## src/rtl/sync_multi_fifo.sv

```systemverilog
// rtl/sync_multi_fifo.sv - single-clock multi-channel FIFO sharing one partitioned RAM
module sync_multi_fifo #(
    parameter int DBITWIDTH    = 32,
    parameter int ABITWIDTH    = 4,
    parameter int CBITWIDTH    = 2,
    parameter int AF_THRESHOLD = 4,
    parameter int DOUT_REG     = 0
) (
    input  logic                      clk,
    input  logic                      clr,
    input  logic [2**CBITWIDTH-1:0]   flush,
    input  logic                      write,
    input  logic [CBITWIDTH-1:0]      wr_ch,
    input  logic [DBITWIDTH-1:0]      write_data,
    input  logic                      read,
    input  logic [CBITWIDTH-1:0]      rd_ch,
    output logic [DBITWIDTH-1:0]      read_data,
    output logic                      rd_valid,
    output logic [2**CBITWIDTH-1:0]   empty,
    output logic [2**CBITWIDTH-1:0]   almost_full,
    output logic [2**CBITWIDTH-1:0]   full,
    output logic                      ovf_err,
    output logic                      unf_err
);
    localparam int NUM_CH = 2**CBITWIDTH;
    localparam int DEPTH  = 2**ABITWIDTH;
    localparam logic [ABITWIDTH:0] AF_LEVEL = (ABITWIDTH+1)'(DEPTH - AF_THRESHOLD);

    logic [DBITWIDTH-1:0] mem_q [2**(CBITWIDTH+ABITWIDTH)];
    logic [ABITWIDTH-1:0] wr_ptr_q [NUM_CH];
    logic [ABITWIDTH-1:0] wr_ptr_d [NUM_CH];
    logic [ABITWIDTH-1:0] rd_ptr_q [NUM_CH];
    logic [ABITWIDTH-1:0] rd_ptr_d [NUM_CH];
    logic [ABITWIDTH:0]   cnt_q    [NUM_CH];
    logic [ABITWIDTH:0]   cnt_d    [NUM_CH];
    logic                 ovf_q, unf_q;
    logic                 wr_acc, rd_acc, wr_rej, rd_rej;
    logic [NUM_CH-1:0]    w_hit, r_hit;
    logic [DBITWIDTH-1:0] head_data;

    always_comb begin
        for (int c = 0; c < NUM_CH; c++) begin
            empty[c]       = (cnt_q[c] == '0);
            full[c]        = cnt_q[c][ABITWIDTH];
            almost_full[c] = (cnt_q[c] >= AF_LEVEL);
        end
    end

    // A flushed channel swallows its traffic silently, so it neither accepts nor errors.
    assign wr_acc = write & ~clr & ~full[wr_ch]  & ~flush[wr_ch];
    assign rd_acc = read  & ~clr & ~empty[rd_ch] & ~flush[rd_ch];
    assign wr_rej = write & ~clr &  full[wr_ch]  & ~flush[wr_ch];
    assign rd_rej = read  & ~clr &  empty[rd_ch] & ~flush[rd_ch];

    always_comb begin
        for (int c = 0; c < NUM_CH; c++) begin
            w_hit[c]    = wr_acc & (wr_ch == CBITWIDTH'(c));
            r_hit[c]    = rd_acc & (rd_ch == CBITWIDTH'(c));
            wr_ptr_d[c] = wr_ptr_q[c] + ABITWIDTH'(w_hit[c]);
            rd_ptr_d[c] = rd_ptr_q[c] + ABITWIDTH'(r_hit[c]);
            cnt_d[c]    = cnt_q[c] + (ABITWIDTH+1)'(w_hit[c]) - (ABITWIDTH+1)'(r_hit[c]);
            if (flush[c]) begin
                wr_ptr_d[c] = '0;
                rd_ptr_d[c] = '0;
                cnt_d[c]    = '0;
            end
        end
    end

    always_ff @(posedge clk) begin
        if (clr) begin
            for (int c = 0; c < NUM_CH; c++) begin
                wr_ptr_q[c] <= '0;
                rd_ptr_q[c] <= '0;
                cnt_q[c]    <= '0;
            end
            ovf_q <= 1'b0;
            unf_q <= 1'b0;
        end else begin
            for (int c = 0; c < NUM_CH; c++) begin
                wr_ptr_q[c] <= wr_ptr_d[c];
                rd_ptr_q[c] <= rd_ptr_d[c];
                cnt_q[c]    <= cnt_d[c];
            end
            ovf_q <= ovf_q | wr_rej;
            unf_q <= unf_q | rd_rej;
        end
    end

    always_ff @(posedge clk) begin
        if (wr_acc) begin
            mem_q[{wr_ch, wr_ptr_q[wr_ch]}] <= write_data;
        end
    end

    // Head lookup reads the pre-edge RAM, so a same-channel write never bypasses.
    assign head_data = mem_q[{rd_ch, rd_ptr_q[rd_ch]}];
    assign ovf_err   = ovf_q;
    assign unf_err   = unf_q;

    generate
        if (DOUT_REG != 0) begin : g_dout_reg
            logic [DBITWIDTH-1:0] rdata_q;
            logic                 rvalid_q;
            always_ff @(posedge clk) begin
                if (clr) begin
                    rdata_q  <= '0;
                    rvalid_q <= 1'b0;
                end else begin
                    rvalid_q <= rd_acc;
                    if (rd_acc) begin
                        rdata_q <= head_data;
                    end
                end
            end
            assign read_data = rdata_q;
            assign rd_valid  = rvalid_q;
        end else begin : g_dout_comb
            assign read_data = head_data;
            assign rd_valid  = rd_acc;
        end
    endgenerate
endmodule

```

## config.mk

```make
export PLATFORM = sky130hd
export DESIGN_NAME = sync_multi_fifo
export DESIGN_NICKNAME = d
export VERILOG_FILES = /design/src/rtl/sync_multi_fifo.sv
export SDC_FILE = /design/constraint.sdc
export NUM_CORES = 2
export LEC_CHECK = 0
export ABC_AREA = 1
export CORE_MARGIN = 4
export CORE_UTILIZATION = 57
export DETAILED_ROUTE_END_ITERATION = 16
export PLACE_DENSITY_LB_ADDON = 0.2
export SETUP_SLACK_MARGIN = 0.5
export SLEW_MARGIN = 20
export SYNTH_ARGS = -nofsm -noshare
export SYNTH_HDL_FRONTEND = slang
export SYNTH_SLANG_ARGS = --single-unit
```

## constraint.sdc

```tcl
create_clock -name clk -period 3.4 [get_ports clk]
set_input_delay 0.68 -clock clk [delete_from_list [all_inputs] [get_ports clk]]
set_output_delay 0.68 -clock clk [all_outputs]
set_load 0.05 [all_outputs]
```

* After elaboration in Yosys (flattened, before gate mapping)
Memory sizes are Yosys's and may differ from the RTL's.
Index checks and enable logic that the tools add are counted.
** Cells by class
- Add/sub/neg operators :: 16
- Magnitude comparators :: 6
- Eq/ne operators :: 6
- Mux-type cells :: 37
- Bitwise operators :: 37
- Reductions and logical operators :: 6
** Operators by type and width (number)
- $mux 4 :: 16
- $mux 5 :: 8
- $add 4x1->4 :: 8
- $add 5x1->5 :: 4
- $ge 5x4->1 const B :: 4
- $logic_not 5->1 :: 4
- $sub 5x1->5 :: 4
- $and 1x1->1 :: 18
- $or 1x1->1 :: 14
- $mux 1 :: 9
- $bmux 1 s2 :: 4
- $eq 2x2->1 const B :: 4
- $lt 2x3->1 const B :: 2
- $not 1->1 :: 5
- $eq 2x1->1 const B :: 2
- $logic_not 2->1 :: 2
** Word-level totals
- Flip-flop bits (word level) :: 2
- Memory bits (writable) :: 2100
- Bits of input ports :: 44
- Memories :: 4
** Memory list
- mem_q :: depth 64, bits a word 32, read ports 1, clocked after Yosys merged registers in 0, write ports 1, line 29 : logic [DBITWIDTH-1:0] mem_q [2**(CBITWIDTH+ABITWIDTH)];
- cnt_q :: depth 4, bits a word 5, read ports 4, clocked after Yosys merged registers in 0, write ports 4, line 34 : logic [ABITWIDTH:0] cnt_q [NUM_CH];
- rd_ptr_q :: depth 4, bits a word 4, read ports 5, clocked after Yosys merged registers in 0, write ports 4, line 32 : logic [ABITWIDTH-1:0] rd_ptr_q [NUM_CH];
- wr_ptr_q :: depth 4, bits a word 4, read ports 5, clocked after Yosys merged registers in 0, write ports 4, line 30 : logic [ABITWIDTH-1:0] wr_ptr_q [NUM_CH];

* Depth between registers and ports, before layout
- Depth after elaboration :: 10
- Depth in mapped cells :: 19
- Gate-level depth less buffers :: 19

* Worst setup path before layout
No wires, ideal clock.
- Kind :: input-to-reg
- From :: input rd_ch[1]
- To :: memory cnt_q[3][4] (netlist bit)
- Setup time :: 120 ps
- Arrival :: 3749 ps
- Path slack :: -469 ps
- Stages on the path :: 19
- Path buffers :: 1
- Path through :: buf_4 inv_4 nand2_1 o22ai_1 nor4_1 inv_1 nor2_1 inv_1 nor2_1 ha_1 inv_1 ha_1 inv_1 fa_1 inv_1 nand2_1 a21oi_1 o21ai_0 nor3b_1
** RTL lines
- from (decl) :: line 16 : input logic [CBITWIDTH-1:0] rd_ch,
- to (decl) :: line 34

==> impl_metrics.yaml <==
grt:
  grt-ovfl-total: 0
  grt.total_usage_pct: 33.7
  grt_pass1_vias: 66000
  grt_pass1_wl_um: 423000
  grt_max_degree: 65
  antenna_found_initial: 6
sta:
  slew_headroom_pct: 18.8
  setup_viol: 32
  fin_crit_sh_pct: 119
  fmax_ghz: 0.247
  rsz0062_at_grt: "true"
  setup_ws_ns: -0.654
  slew_viol_final: 0
  hold_violations: 0
  holdWs_ns: 0.219
  finalCriticalPeriod_ns: 4.05
  fin_skew_ns: 0.0298
  worst_pin_slew_ns: 1.22
  tns_ns: -17.50
power_and_ir_drop:
  p_leak_nw: 45.1
  power.clock.fraction_pct: 39.9
  power_density_nw_per_um2: 487
  fin_total_pwr_mw: 56.2
  swShare_pct: 23.4
  switching_power_mw: 13.1
  ir_worst_vdd_uv: 614
  combPwrFrac_pct: 9.4
  pwr-share-seq_pct: 50.6
  p_int_mw: 43.1
run:
  maxCapViolations: 0
clocking:
  clk_pin_slew_worst_paths_ns: 0.06
  clkSinkCount: 2102
  cts_root_buf: "clkbuf_16"
  clk_latency_ns: 0.86
  cts_tree: "yes"
  cts_inserted_buffers: 208
  htreeDepth: 4
  clockBufferDepth: 3
cells_and_area:
  nNetsFinal: 9207
  final_cell_area_um2: 115000
  drive_above_1_share_pct: 20.2
  fillers: 10500
  area_growth_pct: 24.8
logic_synthesis:
  syn_inst: 8428
  yosysTopAreaCell: "edfxtp_1"
  synth.area.top_cells: "edfxtp_1 67%, nand3_1 9.9%, nand2_1 8.8%"
  synth_edf_count: 2048
  synth_area_um2: 92400
  synth.distinct_cells: 38
  yosys_most_used_dff: "edfxtp_1"
  ys_warn_count: 0
  synth.avg_cell_area_um2: 11.0
  synth_seq_cells: 2102
  synth_top_area_share_pct: 66.6
  async_flop_share_pct: 0
  ys_seq_area_share_pct: 67.7
  syn-num-nets: 8524
setup_path:
  start_kind: "flip-flop"
  critPathLaunch: "rd_ptr_q[2][0]$_SDFF_PP0_"
  ff2ff_path_depth: 19
  cp_slowest_cell: "dfxtp_2"
  r2r_end: "cnt_q[3][4]$_SDFF_PP0_"
  cp_max_fo: 7
  end_kind: "output pin"
  crit_required_ns: 2.72
  worstPathArrival_ns: 3.37
  r2r-start: "cnt_q[0][2]$_SDFF_PP0_"
  rrSetupSlack_ns: 0.66
  critical_path.max_stage_delay_ns: 0.34
  path_cells: "nand2_2 -> nand2_4 -> nand2_8 -> nand2_8 -> buf_16 -> buf_16 -> buf_12 -> buf_16 -> nand2_1 -> nand3_1 -> nand3_1 -> nand3_1 -> nand2_2 -> nand2_1 -> nand2_1 -> inv_1 -> nand2_2 -> buf_12"
  worstSetupPathType: "reg2out"
detailed_routing:
  dr.pass1.iters: 6
  wirelength_um: 297000
  postRouteAntennaNets: 0
  num_vias: 69600
  post_drt_via_cell_ratio: 6.08
  drc: 0
  dr.first_iter.drc_count: 10300
  wl_per_cell_um: 26.0
floorplanning:
  io_pins: 91
  chipHeight_um: 411
  die-area_um2: 169000
  core_area_um2: 161000
  dieWidth_um: 411
  rows: 147
  initial_utilization_pct: 57.4
hold_path:
  hp-start: "write_data[23]"
  holdPathStages: 1
  worstHoldEndpoint: "mem_q[24][23]$_DFFE_PP_"
  min_path_type: "in2reg"
place:
  place.gp.congestion: 0.892
  numPortBuffers: 90
  hpwl_um: 174000
  place_area_um2: 103000
status:
  violations: "setup timing"
  status: "complete, but fails checks"
cells in the final DEF (no fill, tap or decap), types with 46 or more instances in the layout:
cell type | netlist | layout
edfxtp_1 | 2048 | 2048
nand2_1 | 2155 | 1916
nand3_1 | 1832 | 1676
inv_1 | 853 | 810
nand3b_1 | 640 | 640
buf_4 | 12 | 474
buf_12 | 0 | 286
clkbuf_16 | 0 | 255
nand2_2 | 2 | 172
nand3_2 | 0 | 153
buf_6 | 5 | 83
nor2_4 | 2 | 74
nand2_4 | 2 | 67
nor2_1 | 145 | 67
buf_16 | 0 | 53
clkinv_1 | 1 | 48
clkbuf_1 | 98 | 46
repair_timing:
action,in CTS,in global routing
cloned,31,42
pin swaps,71,160
resized for setup,414,418
hold buffers,0,0
setup endpoints to repair,57,46
setup buffers,53,60
layout make-up:
type                       count  area, µm²  share of cell area [%]
multi-input combinational   4913      26400                    22.8
clock buffer                 264       5580                    4.84
clock inverter               115        948                   0.822
sequential                  2102      62600                    54.3
tap                         2160       2700                    2.34
timing repair buffer        1029      13900                    12.1
antenna                        2       5.00                 0.00434
inverter                     857       3250                    2.81
Yosys cell counts (7+ instances only):
cell type and number:
nand2_1 2155, edfxtp_1 2048, nand3_1 1832, inv_1 853
nand3b_1 640, buf_2 432, nor2_1 145, clkbuf_1 98
dfxtp_1 54, ha_1 48, a21oi_1 16, buf_4 12
xnor2_1 11, buf_1 10, nor3b_1 8, o21ai_0 7
how the worst max path moves through the flow:
stage,to
2_1_floorplan,mem_q[32][0]$_DFFE_PP_
3_3_place_gp,read_data[25]
3_5_place_dp,read_data[25]
4_1_cts,read_data[17]
5_1_grt,read_data[17]
6_report,read_data[30]
worst max-delay path: cells and delay by family, from the launching register on:
| kind | cells | cell delay [ns] |
|---|---|---|
| AND/OR/NAND/NOR | 12 | 1.27 |
| buffers and inverters | 6 | 0.86 |
| flip-flops | 1 | 0.34 |
per-stage QoR:
stage                     std cells  utilization [%]  setup slack [ns]
after floorplan                8428                -            -0.154
after global placement        10900             64.0             -1.25
after detailed placement      10900             64.0             -1.24
after CTS                     11300             69.7            -0.594
after global routing          11400             71.7            -0.769
final                         11400             71.7            -0.654
metal layers:
layer | up-vias | wire length (µm) | track usage (%)
li1 | 30300 | - | -
met1 | 33500 | 108000 | 46.1
met2 | 4740 | 135000 | 52.3
met3 | 932 | 37300 | 6.63
met4 | 4 | 17000 | 16.2
met5 | - | 33 | 0
sequential cells by signal, indices dropped and copies added (netlist names):
| name | flops |
|---|---|
| unf_err | 1 |
| mem_q | 2048 |
| wr_ptr_q | 16 |
| cnt_q | 20 |
| rd_ptr_q | 16 |
| ovf_err | 1 |
power groups by stage:
stage	registers [mW]	logic (mW)	clock network, mW
detailed placement	29.0	4.44	0
finish	28.5	5.31	22.4
floorplan	29.0	1.92	0
global placement	29.0	4.40	0
global route	28.4	5.51	23.7
CTS	28.5	4.90	22.5
cells by family (layout without fill, tap and decap cells):
logic type	Yosys count	count (layout)	share of synthesized area (%)
other	0	2	0
and+or+nand+nor	4803	4804	24.7
adders and majority gates	52	52	0.737
buffers and inverters	1414	2265	6.42
DFF	2102	2102	67.7
xor gates and xnor gates	12	12	0.114
AOI/OAI and AO/OA	45	45	0.303
(Power assumes the default switching activity.)
